## src/rtl/save_seq_ctrl_if.sv

```systemverilog
// save_seq_ctrl_if: bank-read and DDR write-command channels of the SAVE sequencer.
// The master side (the sequencer) issues bank reads and DDR burst commands; the
// slave side supplies read-ready, command-ready and one response pulse per burst.
interface save_seq_ctrl_if #(
  parameter int BID_W       = 6,
  parameter int ADDR_W      = 12,
  parameter int OFFSET_W    = 4,
  parameter int DDR_ADDR_W  = 32,
  parameter int LINE_SIZE_W = 12
);
  logic                   bank_rd_en;
  logic [BID_W-1:0]       bank_rd_id;
  logic [ADDR_W-1:0]      bank_rd_addr;
  logic [OFFSET_W-1:0]    bank_rd_offset;
  logic                   bank_rd_ready;
  logic                   ddr_cmd_valid;
  logic                   ddr_cmd_ready;
  logic [DDR_ADDR_W-1:0]  ddr_cmd_addr;
  logic [LINE_SIZE_W-1:0] ddr_cmd_len;
  logic                   ddr_wr_resp;

  modport master (
    output bank_rd_en, bank_rd_id, bank_rd_addr, bank_rd_offset,
    output ddr_cmd_valid, ddr_cmd_addr, ddr_cmd_len,
    input  bank_rd_ready, ddr_cmd_ready, ddr_wr_resp
  );

  modport slave (
    input  bank_rd_en, bank_rd_id, bank_rd_addr, bank_rd_offset,
    input  ddr_cmd_valid, ddr_cmd_addr, ddr_cmd_len,
    output bank_rd_ready, ddr_cmd_ready, ddr_wr_resp
  );
endinterface

```

## src/rtl/save_seq_ctrl.sv

```systemverilog
// save_seq_ctrl: executes one SAVE instruction, moving a strided 2-D bank region to DDR.
// Each line issues one DDR write-burst command followed by its bank word reads; the
// job completes once every burst response has returned.
// Optional: define SAVE_SEQ_PERF_EN to add the perf_cycles / perf_stall counters.
module save_seq_ctrl #(
  parameter int BID_W       = 6,
  parameter int ADDR_W      = 12,
  parameter int DDR_ADDR_W  = 32,
  parameter int LINE_SIZE_W = 12,
  parameter int ALL_SIZE_W  = 16,
  parameter int OFFSET_W    = 4,
  parameter int WORD_BYTES  = 16,
  parameter int OUTST_W     = 4
) (
  input  logic                   clk,
  input  logic                   rst,
  input  logic                   start,
  input  logic                   zero_ddr_step,
  input  logic [BID_W-1:0]       reg_wr_bank_id,
  input  logic [ADDR_W-1:0]      reg_wr_bank_addr,
  input  logic [ADDR_W-1:0]      reg_wr_bank_step,
  input  logic [OFFSET_W-1:0]    reg_wr_bank_offset,
  input  logic [LINE_SIZE_W-1:0] reg_wr_line_size,
  input  logic [ALL_SIZE_W-1:0]  reg_wr_total_size,
  input  logic [ALL_SIZE_W-1:0]  reg_wr_ddr_step,
  input  logic [DDR_ADDR_W-1:0]  reg_wr_ddr_addr,
  save_seq_ctrl_if.master        bus,
  output logic                   busy,
  output logic                   wr_done
`ifdef SAVE_SEQ_PERF_EN
  ,
  output logic [31:0]            perf_cycles,
  output logic [31:0]            perf_stall
`endif
);
  localparam int BYTE_SH = $clog2(WORD_BYTES);

  typedef enum logic [2:0] {IDLE, CMD, DATA, DRAIN, DONE} state_t;

  state_t                 state_q, state_d;
  logic [BID_W-1:0]       id_q;
  logic [OFFSET_W-1:0]    offset_q;
  logic [LINE_SIZE_W-1:0] line_size_q;
  logic [ALL_SIZE_W-1:0]  remaining_q;
  logic [ADDR_W-1:0]      bank_step_q;
  logic [ADDR_W-1:0]      line_bank_q;
  logic [ADDR_W-1:0]      rd_addr_q;
  logic [ALL_SIZE_W-1:0]  ddr_step_q;
  logic [DDR_ADDR_W-1:0]  ddr_line_q;
  logic                   zero_step_q;
  logic [LINE_SIZE_W-1:0] rd_cnt_q;
  logic [OUTST_W-1:0]     outst_q;

  logic [LINE_SIZE_W-1:0] cur_len;
  logic [ALL_SIZE_W-1:0]  rem_next;
  logic [DDR_ADDR_W-1:0]  ddr_inc;
  logic                   outst_full, cmd_fire, rd_fire, line_end, resp_take;

  // Current line length, handshake qualifiers and next-line address increments.
  always_comb begin
    cur_len    = (remaining_q < ALL_SIZE_W'(line_size_q)) ? LINE_SIZE_W'(remaining_q)
                                                          : line_size_q;
    outst_full = &outst_q;
    cmd_fire   = (state_q == CMD) && !outst_full && bus.ddr_cmd_ready;
    rd_fire    = (state_q == DATA) && bus.bank_rd_ready;
    line_end   = rd_fire && (rd_cnt_q == cur_len - LINE_SIZE_W'(1));
    resp_take  = bus.ddr_wr_resp && (state_q != IDLE) && (outst_q != '0);
    rem_next   = remaining_q - ALL_SIZE_W'(cur_len);
    ddr_inc    = zero_step_q ? (DDR_ADDR_W'(cur_len) << BYTE_SH) : DDR_ADDR_W'(ddr_step_q);
  end

  // State register.
  always_ff @(posedge clk) begin
    // NOTE: sequential state uses non-blocking assignments so every register samples pre-edge values.
    if (rst) state_q <= IDLE;
    else     state_q <= state_d;
  end

  // Next-state and output decode.
  always_comb begin
    // NOTE: every output and next-state gets a default first, so no path can infer a latch.
    state_d            = state_q;
    bus.bank_rd_en     = 1'b0;
    bus.ddr_cmd_valid  = 1'b0;
    bus.bank_rd_id     = id_q;
    bus.bank_rd_addr   = rd_addr_q;
    bus.bank_rd_offset = offset_q;
    bus.ddr_cmd_addr   = ddr_line_q;
    bus.ddr_cmd_len    = cur_len;
    busy               = (state_q != IDLE);
    wr_done            = 1'b0;
    case (state_q)
      IDLE: begin
        if (start) begin
          state_d = (reg_wr_total_size == '0 || reg_wr_line_size == '0) ? DONE : CMD;
        end
      end
      CMD: begin
        bus.ddr_cmd_valid = !outst_full;
        if (cmd_fire) state_d = DATA;
      end
      DATA: begin
        bus.bank_rd_en = bus.bank_rd_ready;
        if (line_end) state_d = (rem_next != '0) ? CMD : DRAIN;
      end
      DRAIN: begin
        if (outst_q == '0) state_d = DONE;
      end
      DONE: begin
        wr_done = 1'b1;
        state_d = IDLE;
      end
      default: state_d = IDLE;
    endcase
  end

  // Job fields latched on start; line cursor advanced as each read is issued.
  always_ff @(posedge clk) begin
    if (rst) begin
      id_q        <= '0;
      offset_q    <= '0;
      line_size_q <= '0;
      remaining_q <= '0;
      bank_step_q <= '0;
      line_bank_q <= '0;
      rd_addr_q   <= '0;
      ddr_step_q  <= '0;
      ddr_line_q  <= '0;
      zero_step_q <= 1'b0;
      rd_cnt_q    <= '0;
    end else if (state_q == IDLE && start) begin
      id_q        <= reg_wr_bank_id;
      offset_q    <= reg_wr_bank_offset;
      line_size_q <= reg_wr_line_size;
      remaining_q <= reg_wr_total_size;
      bank_step_q <= reg_wr_bank_step;
      line_bank_q <= reg_wr_bank_addr;
      rd_addr_q   <= reg_wr_bank_addr;
      ddr_step_q  <= reg_wr_ddr_step;
      ddr_line_q  <= reg_wr_ddr_addr;
      zero_step_q <= zero_ddr_step;
      rd_cnt_q    <= '0;
    end else if (rd_fire) begin
      if (line_end) begin
        rd_cnt_q    <= '0;
        remaining_q <= rem_next;
        line_bank_q <= line_bank_q + bank_step_q;
        rd_addr_q   <= line_bank_q + bank_step_q;
        ddr_line_q  <= ddr_line_q + ddr_inc;
      end else begin
        rd_cnt_q  <= rd_cnt_q + LINE_SIZE_W'(1);
        rd_addr_q <= rd_addr_q + ADDR_W'(1);
      end
    end
  end

  // Outstanding burst responses: +1 on accept, -1 on response, never below zero.
  always_ff @(posedge clk) begin
    if (rst) begin
      outst_q <= '0;
    end else begin
      case ({cmd_fire, resp_take})
        2'b10:   outst_q <= outst_q + OUTST_W'(1);
        2'b01:   outst_q <= outst_q - OUTST_W'(1);
        default: outst_q <= outst_q;
      endcase
    end
  end

`ifdef SAVE_SEQ_PERF_EN
  // Saturating busy-cycle and stall counters; busy cycles restart on each job.
  always_ff @(posedge clk) begin
    if (rst) begin
      perf_cycles <= '0;
      perf_stall  <= '0;
    end else begin
      if (state_q == IDLE && start)  perf_cycles <= '0;
      else if (busy && !(&perf_cycles)) perf_cycles <= perf_cycles + 32'd1;
      if (!(&perf_stall) && (((state_q == DATA) && !bus.bank_rd_ready) ||
                             (bus.ddr_cmd_valid && !bus.ddr_cmd_ready)))
        perf_stall <= perf_stall + 32'd1;
    end
  end
`endif
endmodule

```

## src/flat_wrapper.sv

```systemverilog
// flat-port wrapper written by rule: the top's interface ports become plain ports
module save_seq_ctrl_flat 
#(
  parameter int BID_W       = 6,
  parameter int ADDR_W      = 12,
  parameter int DDR_ADDR_W  = 32,
  parameter int LINE_SIZE_W = 12,
  parameter int ALL_SIZE_W  = 16,
  parameter int OFFSET_W    = 4,
  parameter int WORD_BYTES  = 16,
  parameter int OUTST_W     = 4
)
  (clk, rst, start, zero_ddr_step, reg_wr_bank_id, reg_wr_bank_addr, reg_wr_bank_step, reg_wr_bank_offset, reg_wr_line_size, reg_wr_total_size, reg_wr_ddr_step, reg_wr_ddr_addr, busy, wr_done, bus_bank_rd_en, bus_bank_rd_id, bus_bank_rd_addr, bus_bank_rd_offset, bus_ddr_cmd_valid, bus_ddr_cmd_addr, bus_ddr_cmd_len, bus_bank_rd_ready, bus_ddr_cmd_ready, bus_ddr_wr_resp);
  save_seq_ctrl_if #(.BID_W(BID_W), .ADDR_W(ADDR_W), .OFFSET_W(OFFSET_W), .DDR_ADDR_W(DDR_ADDR_W), .LINE_SIZE_W(LINE_SIZE_W)) bus_i ();
  input  logic clk;
  input  logic rst;
  input  logic start;
  input  logic zero_ddr_step;
  input  logic [BID_W-1:0] reg_wr_bank_id;
  input  logic [ADDR_W-1:0] reg_wr_bank_addr;
  input  logic [ADDR_W-1:0] reg_wr_bank_step;
  input  logic [OFFSET_W-1:0] reg_wr_bank_offset;
  input  logic [LINE_SIZE_W-1:0] reg_wr_line_size;
  input  logic [ALL_SIZE_W-1:0] reg_wr_total_size;
  input  logic [ALL_SIZE_W-1:0] reg_wr_ddr_step;
  input  logic [DDR_ADDR_W-1:0] reg_wr_ddr_addr;
  output logic busy;
  output logic wr_done;
  output wire logic [$bits(bus_i.bank_rd_en)-1:0] bus_bank_rd_en;
  output wire logic [$bits(bus_i.bank_rd_id)-1:0] bus_bank_rd_id;
  output wire logic [$bits(bus_i.bank_rd_addr)-1:0] bus_bank_rd_addr;
  output wire logic [$bits(bus_i.bank_rd_offset)-1:0] bus_bank_rd_offset;
  output wire logic [$bits(bus_i.ddr_cmd_valid)-1:0] bus_ddr_cmd_valid;
  output wire logic [$bits(bus_i.ddr_cmd_addr)-1:0] bus_ddr_cmd_addr;
  output wire logic [$bits(bus_i.ddr_cmd_len)-1:0] bus_ddr_cmd_len;
  input wire logic [$bits(bus_i.bank_rd_ready)-1:0] bus_bank_rd_ready;
  input wire logic [$bits(bus_i.ddr_cmd_ready)-1:0] bus_ddr_cmd_ready;
  input wire logic [$bits(bus_i.ddr_wr_resp)-1:0] bus_ddr_wr_resp;
  assign bus_bank_rd_en = bus_i.bank_rd_en;
  assign bus_bank_rd_id = bus_i.bank_rd_id;
  assign bus_bank_rd_addr = bus_i.bank_rd_addr;
  assign bus_bank_rd_offset = bus_i.bank_rd_offset;
  assign bus_ddr_cmd_valid = bus_i.ddr_cmd_valid;
  assign bus_ddr_cmd_addr = bus_i.ddr_cmd_addr;
  assign bus_ddr_cmd_len = bus_i.ddr_cmd_len;
  assign bus_i.bank_rd_ready = bus_bank_rd_ready;
  assign bus_i.ddr_cmd_ready = bus_ddr_cmd_ready;
  assign bus_i.ddr_wr_resp = bus_ddr_wr_resp;
  save_seq_ctrl #(.BID_W(BID_W), .ADDR_W(ADDR_W), .DDR_ADDR_W(DDR_ADDR_W), .LINE_SIZE_W(LINE_SIZE_W), .ALL_SIZE_W(ALL_SIZE_W), .OFFSET_W(OFFSET_W), .WORD_BYTES(WORD_BYTES), .OUTST_W(OUTST_W)) u_core (.clk(clk), .rst(rst), .start(start), .zero_ddr_step(zero_ddr_step), .reg_wr_bank_id(reg_wr_bank_id), .reg_wr_bank_addr(reg_wr_bank_addr), .reg_wr_bank_step(reg_wr_bank_step), .reg_wr_bank_offset(reg_wr_bank_offset), .reg_wr_line_size(reg_wr_line_size), .reg_wr_total_size(reg_wr_total_size), .reg_wr_ddr_step(reg_wr_ddr_step), .reg_wr_ddr_addr(reg_wr_ddr_addr), .bus(bus_i), .busy(busy), .wr_done(wr_done));
endmodule
```

## config.mk

```make
export PLATFORM = sky130hd
export DESIGN_NAME = save_seq_ctrl_flat
export DESIGN_NICKNAME = d
export VERILOG_FILES = /design/src/rtl/save_seq_ctrl_if.sv /design/src/rtl/save_seq_ctrl.sv /design/src/flat_wrapper.sv
export SDC_FILE = /design/constraint.sdc
export NUM_CORES = 1
export LEC_CHECK = 0
export CAP_MARGIN = 5
export CORE_ASPECT_RATIO = 2
export CORE_MARGIN = 2
export CORE_UTILIZATION = 30
export CTS_CLUSTER_DIAMETER = 30
export CTS_CLUSTER_SIZE = 40
export DETAILED_ROUTE_END_ITERATION = 8
export GPL_TIMING_DRIVEN = 0
export PLACE_DENSITY_LB_ADDON = 0.05
export SYNTH_ARGS = -nofsm -noshare
export SYNTH_HDL_FRONTEND = slang
export SYNTH_SLANG_ARGS = --single-unit
```

## constraint.sdc

```tcl
create_clock -name clk -period 5.6 [get_ports clk]
set_input_delay 1.12 -clock clk [delete_from_list [all_inputs] [get_ports clk]]
set_output_delay 1.12 -clock clk [all_outputs]
set_load 0.005 [all_outputs]
```

==> flow_summary.ini, run 1 <==
[yosys]
yosysUniqueCellTypes = 81
synth_nets = 1435
postSynthCellCount = 1269
synth_seq_cells = 142
yosysTopAreaCell = dfxtp_1
yosys-top-cells-area = dfxtp_1 (30%), nand2_1 (7.4%), a21oi_1 (6.4%)
yosysWarnings = 0
yosysSeqAreaShare_pct = 29.65
synth_most_common_cell = nand2_1
async_flop_share_pct = 0
avgSynthCellArea_um2 = 7.556
syn_area_um2 = 9588
synth_top_area_share_pct = 29.65
synth_ff_type = dfxtp_1
yosys-top-cells-count = nand2_1 (190), dfxtp_1 (142), a21oi_1 (123)
synth_edf_count = 0

[clock_tree]
cts-buffers-inserted = 17
tritoncts = done
clk_path_buf_depth = 2
cts.htree.levels = 4
clk_pin_slew_ps = 70
clk_latency_ps = 450
cts_hold_buf = 0
clock_sinks = 142
cts_root_buf = clkbuf_16

[finish]
antennaDiodeCount = 0
nFillCells = 3437
syn2layout_area_growth_pct = 33.80
stdcell_count = 1914
final_net_count = 1644
multi_input_area_um2 = 6315
final_util_pct = 40.67
layout-drive-gt1-share_pct = 7.780
register_area_um2 = 2870

[detailed_routing]
wl_met1_um = 15540
wl_um = 44410
met3_length_um = 1864
route.detailed.drc = 0
via_count = 10550
vias_per_cell = 5.509
routed.top_layer = met4
dr.pass1.iters = 5
wl_per_cell_um = 23.20
ant_nets = 0
drt-initial-drc-count = 649
dr_wl_met2_um = 23930

[placement]
placedCellCount = 1877
place_congestion = 0.9366
dp_hpwl_um = 35210
dp_slack_ps = -1519
port_buffers = 185

[setup_path]
regToRegSetupSlack_ps = 40
crit_required_ps = 5960
path_max_fanout = 10
endpoint_kind = register
cp_slowest_cell = a311oi_1
cp_common_cell = inv_1
critical-path-max-stage-delay_ps = 710
crit_arrival_ps = 5920
start_kind = register
crit_chain = inv_1 > ha_1 > nand4_1 > o41ai_4 > a21o_1 > buf_12 > mux2i_4 > inv_1 > ha_2 > inv_1 > ha_4 > nor2_1 > maj3_1 > nand2_1 > o22a_1 > nor2_1 > a311oi_1 > nand4b_1 > or4_1 > o31ai_2
crit_type = register to register

[worst_hold_path]
hold_path_class = register to register

[grt]
grt_pass1_wl_um = 64600
grt_overflow = 0
grt_pass1_vias = 10620
grt_max_degree = 17
grt_usage_pct = 26.45
grt_antenna_before_repair = 0

[outcome]
status = finished, final reports clean

[sta]
setup_violations = 0
worst_slew_pin_slew_ps = 951.2
max_slew_margin_pct = 36.59
skew_ps = 9.404
max_freq_ghz = 0.1799
hold_violations = 0
timing.final.crit_share_pct = 99.26
period_minus_slack_ps = 5558
drv_slew = 0
setup_ws_ps = 41.70

[floorplanning]
die_h_um = 256.8
core_um2 = 31540
initial_core_util_pct = 30.40
die_w_um = 130.4
row_count = 92
pin_count = 187
die-area_um2 = 33490

[power_and_ir_drop]
p_leak_nw = 4.939
power_density_nw_per_um2 = 340.8
peakVddDrop_mv = 0.2199
p_total_mw = 4.372

[run]
cap_violations = 0
==> worst max-delay path: cells and delay by family (launching register included) <==
| family | cells | cell delay, ps |
|---|---|---|
| flops | 1 | 420 |
| buf+inv | 4 | 510 |
| compound gates | 5 | 1830 |
| mux | 1 | 290 |
| fa+ha+maj | 4 | 1200 |
| simple gates | 6 | 1210 |
==> logic make-up after synthesis <==
family / count (synthesis) / synth area share, %
buffers and inverters: 139 / 5.651
DFF: 142 / 29.65
AOI/OAI and AO/OA: 323 / 22.30
and+or+nand+nor: 515 / 25.60
xor gates and xnor gates: 69 / 6.525
muxes: 29 / 3.328
adders and majority gates: 52 / 6.942
==> power breakdown <==
part           total [mW]  switching [mW]  internal (mW)  leakage (nW)
clock network        1.25           0.531          0.721         0.289
logic                1.85            1.06          0.790          3.48
registers            1.27           0.150           1.12          1.17
total                4.37            1.74           2.63          4.94
==> sequential cells by signal, indices dropped and copies added (netlist names), 6 cells and up <==
signal                   flops
u_core.bank_step_q          12
u_core.rd_cnt_q             12
u_core.bus.bank_rd_addr     12
u_core.line_size_q          12
u_core.ddr_step_q           16
u_core.bus.bank_rd_id        6
u_core.remaining_q          16
u_core.line_bank_q          12
u_core.bus.ddr_cmd_addr     32
==> timing repair <==
item / CTS / global route
endpoints found under the setup margin: 72 / 30
buffers inserted: 4 / 7
pin swaps: 2 / 8
cloned: 0 / 0
gates resized for setup: 30 / 24
==> cell usage in the layout (no fill, tap or decap), drive strengths merged, types with 30 or more instances in the layout <==
master         instances
ha                    46
o21ai                 44
clkbuf                68
nor2                 108
xnor2                 34
inv                   67
clkdlybuf4s50        185
nand2                190
a21oi                124
xor2                  34
nand3                 39
buf                   30
dfxtp                142
==> worst paths after layout <==
path	start	endpoint	depth (start not counted)
hold reg to reg	u_core.ddr_step_q[0]	u_core.ddr_step_q[0]	2
setup reg to reg	u_core.line_size_q[7]	u_core.state_q[1]	20
setup / recovery	u_core.line_size_q[7]	u_core.state_q[1]	20
hold / removal	u_core.ddr_step_q[0]	u_core.ddr_step_q[0]	2
==> per-stage QoR <==
stage	hold WS, ps	TNS [ps]	instance area, um^2
2_1_floorplan	431.8	0	9588
3_3_place_gp	441.7	-33340	11970
3_5_place_dp	445.7	-33200	11970
4_1_cts	455.5	0	12680
5_1_grt	467.4	-112.1	12830
6_report	452.9	0	12830
==> final cells by class <==
cell class,count,area share [%]
multi-input cells,988,49.22
well taps,423,4.126
flip-flops and latches,142,22.37
plain buffers,69,2.458
inverters,64,1.902
clock inverters,14,1.414
repair buffers,196,15.08
clock buffers,18,3.423
==> routing by layer <==
| layer | GRT usage (%) | vias to the layer above |
|---|---|---|
| met1 | 26.34 | 5062 |
| met2 | 49.90 | 373 |
| met5 | 0 | - |
| li1 | - | 4973 |
| met4 | 16.16 | 0 |
| met3 | 3.797 | 137 |
Power figures use the tool's default switching activity.
==> run 2, diff against run 1 <==
--- a/config.mk
+++ b/config.mk
@@ -6,9 +6,11 @@
 export NUM_CORES = 1
 export LEC_CHECK = 0
 export CAP_MARGIN = 5
+export CELL_PAD_IN_SITES_DETAIL_PLACEMENT = 1
+export CELL_PAD_IN_SITES_GLOBAL_PLACEMENT = 2
 export CORE_ASPECT_RATIO = 2
 export CORE_MARGIN = 2
-export CORE_UTILIZATION = 30
+export CORE_UTILIZATION = 27
 export CTS_CLUSTER_DIAMETER = 30
 export CTS_CLUSTER_SIZE = 40
 export DETAILED_ROUTE_END_ITERATION = 8
==> run 2 against run 1 <==
Net effect:
- hold slack about the same
- non-clock buffer count unchanged
- maximum frequency increased by 3.4%
- sequential power about the same
- sequential share of layout area about the same
- routed wire length increased by 10%
- largest power group unchanged
- highest routed layer unchanged
==> flow_summary.ini, run 2 (same netlist as run 1, synthesis figures left out) <==
[clock_tree]
clock_sinks = 142
clk_latency_ps = 450
clk_path_buf_depth = 2
clk_pin_slew_ps = 70
tritoncts = done
cts_root_buf = clkbuf_16
cts.htree.levels = 4
cts-buffers-inserted = 17

[sta]
timing.final.crit_share_pct = 95.97
max_slew_margin_pct = 23.63
hold_violations = 0
drv_slew = 0
fin_hold_ws_ps = 452.7
setup_violations = 0
period_minus_slack_ps = 5374
skew_ps = 11.26
worst_slew_pin_slew_ps = 1139
setup_ws_ps = 225.6
grt_setup_unrepaired = no
max_freq_ghz = 0.1861

[placement]
dp_hpwl_um = 39150
place_area_um2 = 12000
place_congestion = 0.8851
placedCellCount = 1899
dp_slack_ps = -1679
port_buffers = 185

[finish]
register_area_um2 = 2870
nFillCells = 4265
final_net_count = 1644
layout-drive-gt1-share_pct = 7.713
antennaDiodeCount = 0
stdcell_area_um2 = 12830
largest_reg_flops = 32
multi_input_area_um2 = 6325
final_common_cell = nand2_1
syn2layout_area_growth_pct = 33.84
final_cell_mix = nand2_1 (190), clkdlybuf4s50_1 (185), dfxtp_1 (130), a21oi_1 (122), nor2_1 (107)
stdcell_count = 1936

[detailed_routing]
wl_um = 48990
dr.pass1.iters = 5
via_count = 10500
vias_per_cell = 5.425
drt-initial-drc-count = 446
wl_per_cell_um = 25.30
route.detailed.drc = 0
ant_nets = 0

[run]
cap_violations = 0

[setup_path]
rr_endpoint = u_core.state_q[1]
crit_chain = inv_1 > ha_4 > nand4_1 > o41ai_4 > a21o_1 > buf_12 > mux2i_4 > inv_1 > ha_2 > inv_1 > ha_4 > nor2_1 > maj3_2 > a2111oi_4 > o41ai_1 > a31oi_1 > nor2_1 > xnor2_1 > nand4b_1 > or4_1 > o31ai_1
setup.worst_path.end = u_core.state_q[1]
start_kind = register
cp_top_family = compound AO/OA/AOI/OAI gates
worst-path-buf-inv = 4
reg2reg_depth = 21
critical-path-max-stage-delay_ps = 490
crit_arrival_ps = 5740
crit_type = register to register
cp_common_cell = inv_1
crit_required_ps = 5960
regToRegSetupSlack_ps = 230
endpoint_kind = register
cp_slowest_cell = o41ai_4
crit_start = u_core.line_size_q[7]
cp.depth = 21
r2r_start = u_core.line_size_q[7]
path_max_fanout = 8

[grt]
grt_pass1_vias = 11270
grt_max_degree = 17
grt_overflow = 0
grt_usage_pct = 26.48
grt_pass1_wl_um = 70770
grt_antenna_before_repair = 0

[power_and_ir_drop]
power_density_nw_per_um2 = 342.6
p_total_mw = 4.396
peakVddDrop_mv = 0.2311
p_leak_nw = 4.909

[floorplanning]
die_h_um = 270.5
pin_count = 187
core_um2 = 35070
initial_core_util_pct = 27.34
die_w_um = 137.3
die-area_um2 = 37130
row_count = 97

[outcome]
status = finished, final reports clean

[worst_hold_path]
hold_path_class = register to register
## run 2: what timing repair did
item | CTS | global route
pin swaps | 4 | 9
gates resized for setup | 33 | 19
buffers inserted | 4 | 7
setup endpoints to repair | 87 | 20
hold buffers | 0 | 0
## run 2: how the worst min path moves through the flow
stage,start,end,slack [ps],depth (start not counted)
2_1_floorplan,u_core.ddr_step_q[0],u_core.ddr_step_q[0],430,2
3_3_place_gp,u_core.bus.bank_rd_offset[2],u_core.bus.bank_rd_offset[2],440,2
3_5_place_dp,u_core.ddr_step_q[2],u_core.ddr_step_q[2],450,2
4_1_cts,u_core.ddr_step_q[2],u_core.ddr_step_q[2],460,2
5_1_grt,u_core.ddr_step_q[2],u_core.ddr_step_q[2],470,2
6_report,u_core.ddr_step_q[2],u_core.ddr_step_q[2],450,2
## run 2: metal layers
layer / vias up / track usage (%) / routed length, um
met2: 292 / 49.75 / 26880
met4: 0 / 19.59 / 3728
li1: 4962 / - / -
met5: - / 0 / 0
met3: 148 / 3.785 / 1530
met1: 5100 / 25.09 / 16850
## run 2: where the power goes
| part | leakage (nW) | internal, mW | switching [mW] | total (mW) |
|---|---|---|---|---|
| Sequential | 1.17 | 1.12 | 0.156 | 1.28 |
| Combinational | 3.47 | 0.813 | 1.11 | 1.92 |
| Clock | 0.269 | 0.665 | 0.534 | 1.20 |
## run 2: final cells by class
class / instances / share of cell area (%)
clock buffers: 19 / 3.374
repair buffers: 196 / 15.07
multi-input cells: 988 / 49.29
flip-flops and latches: 142 / 22.37
plain buffers: 69 / 2.467
inverters: 64 / 1.901
clock inverters: 13 / 1.190
well taps: 445 / 4.339
## run 2: per-stage QoR
stage	TNS (ps)	utilization, %
global route	0	36.59
floorplan	0	-
CTS	0	36.17
detailed placement	-48160	34.20
finish	0	36.59
global placement	-48390	34.20
## run 2: worst register-to-register path: stages, from the launching register on
cell and delay, ps:
dfxtp_4 440, inv_1 120, ha_4 280, nand4_1 150, o41ai_4 490, a21o_1 260
buf_12 150, mux2i_4 230, inv_1 110, ha_2 230, inv_1 120, ha_4 200
nor2_1 120, maj3_2 380, a2111oi_4 430, o41ai_1 140, a31oi_1 300, nor2_1 90
xnor2_1 250, nand4b_1 130, or4_1 460, o31ai_1 230
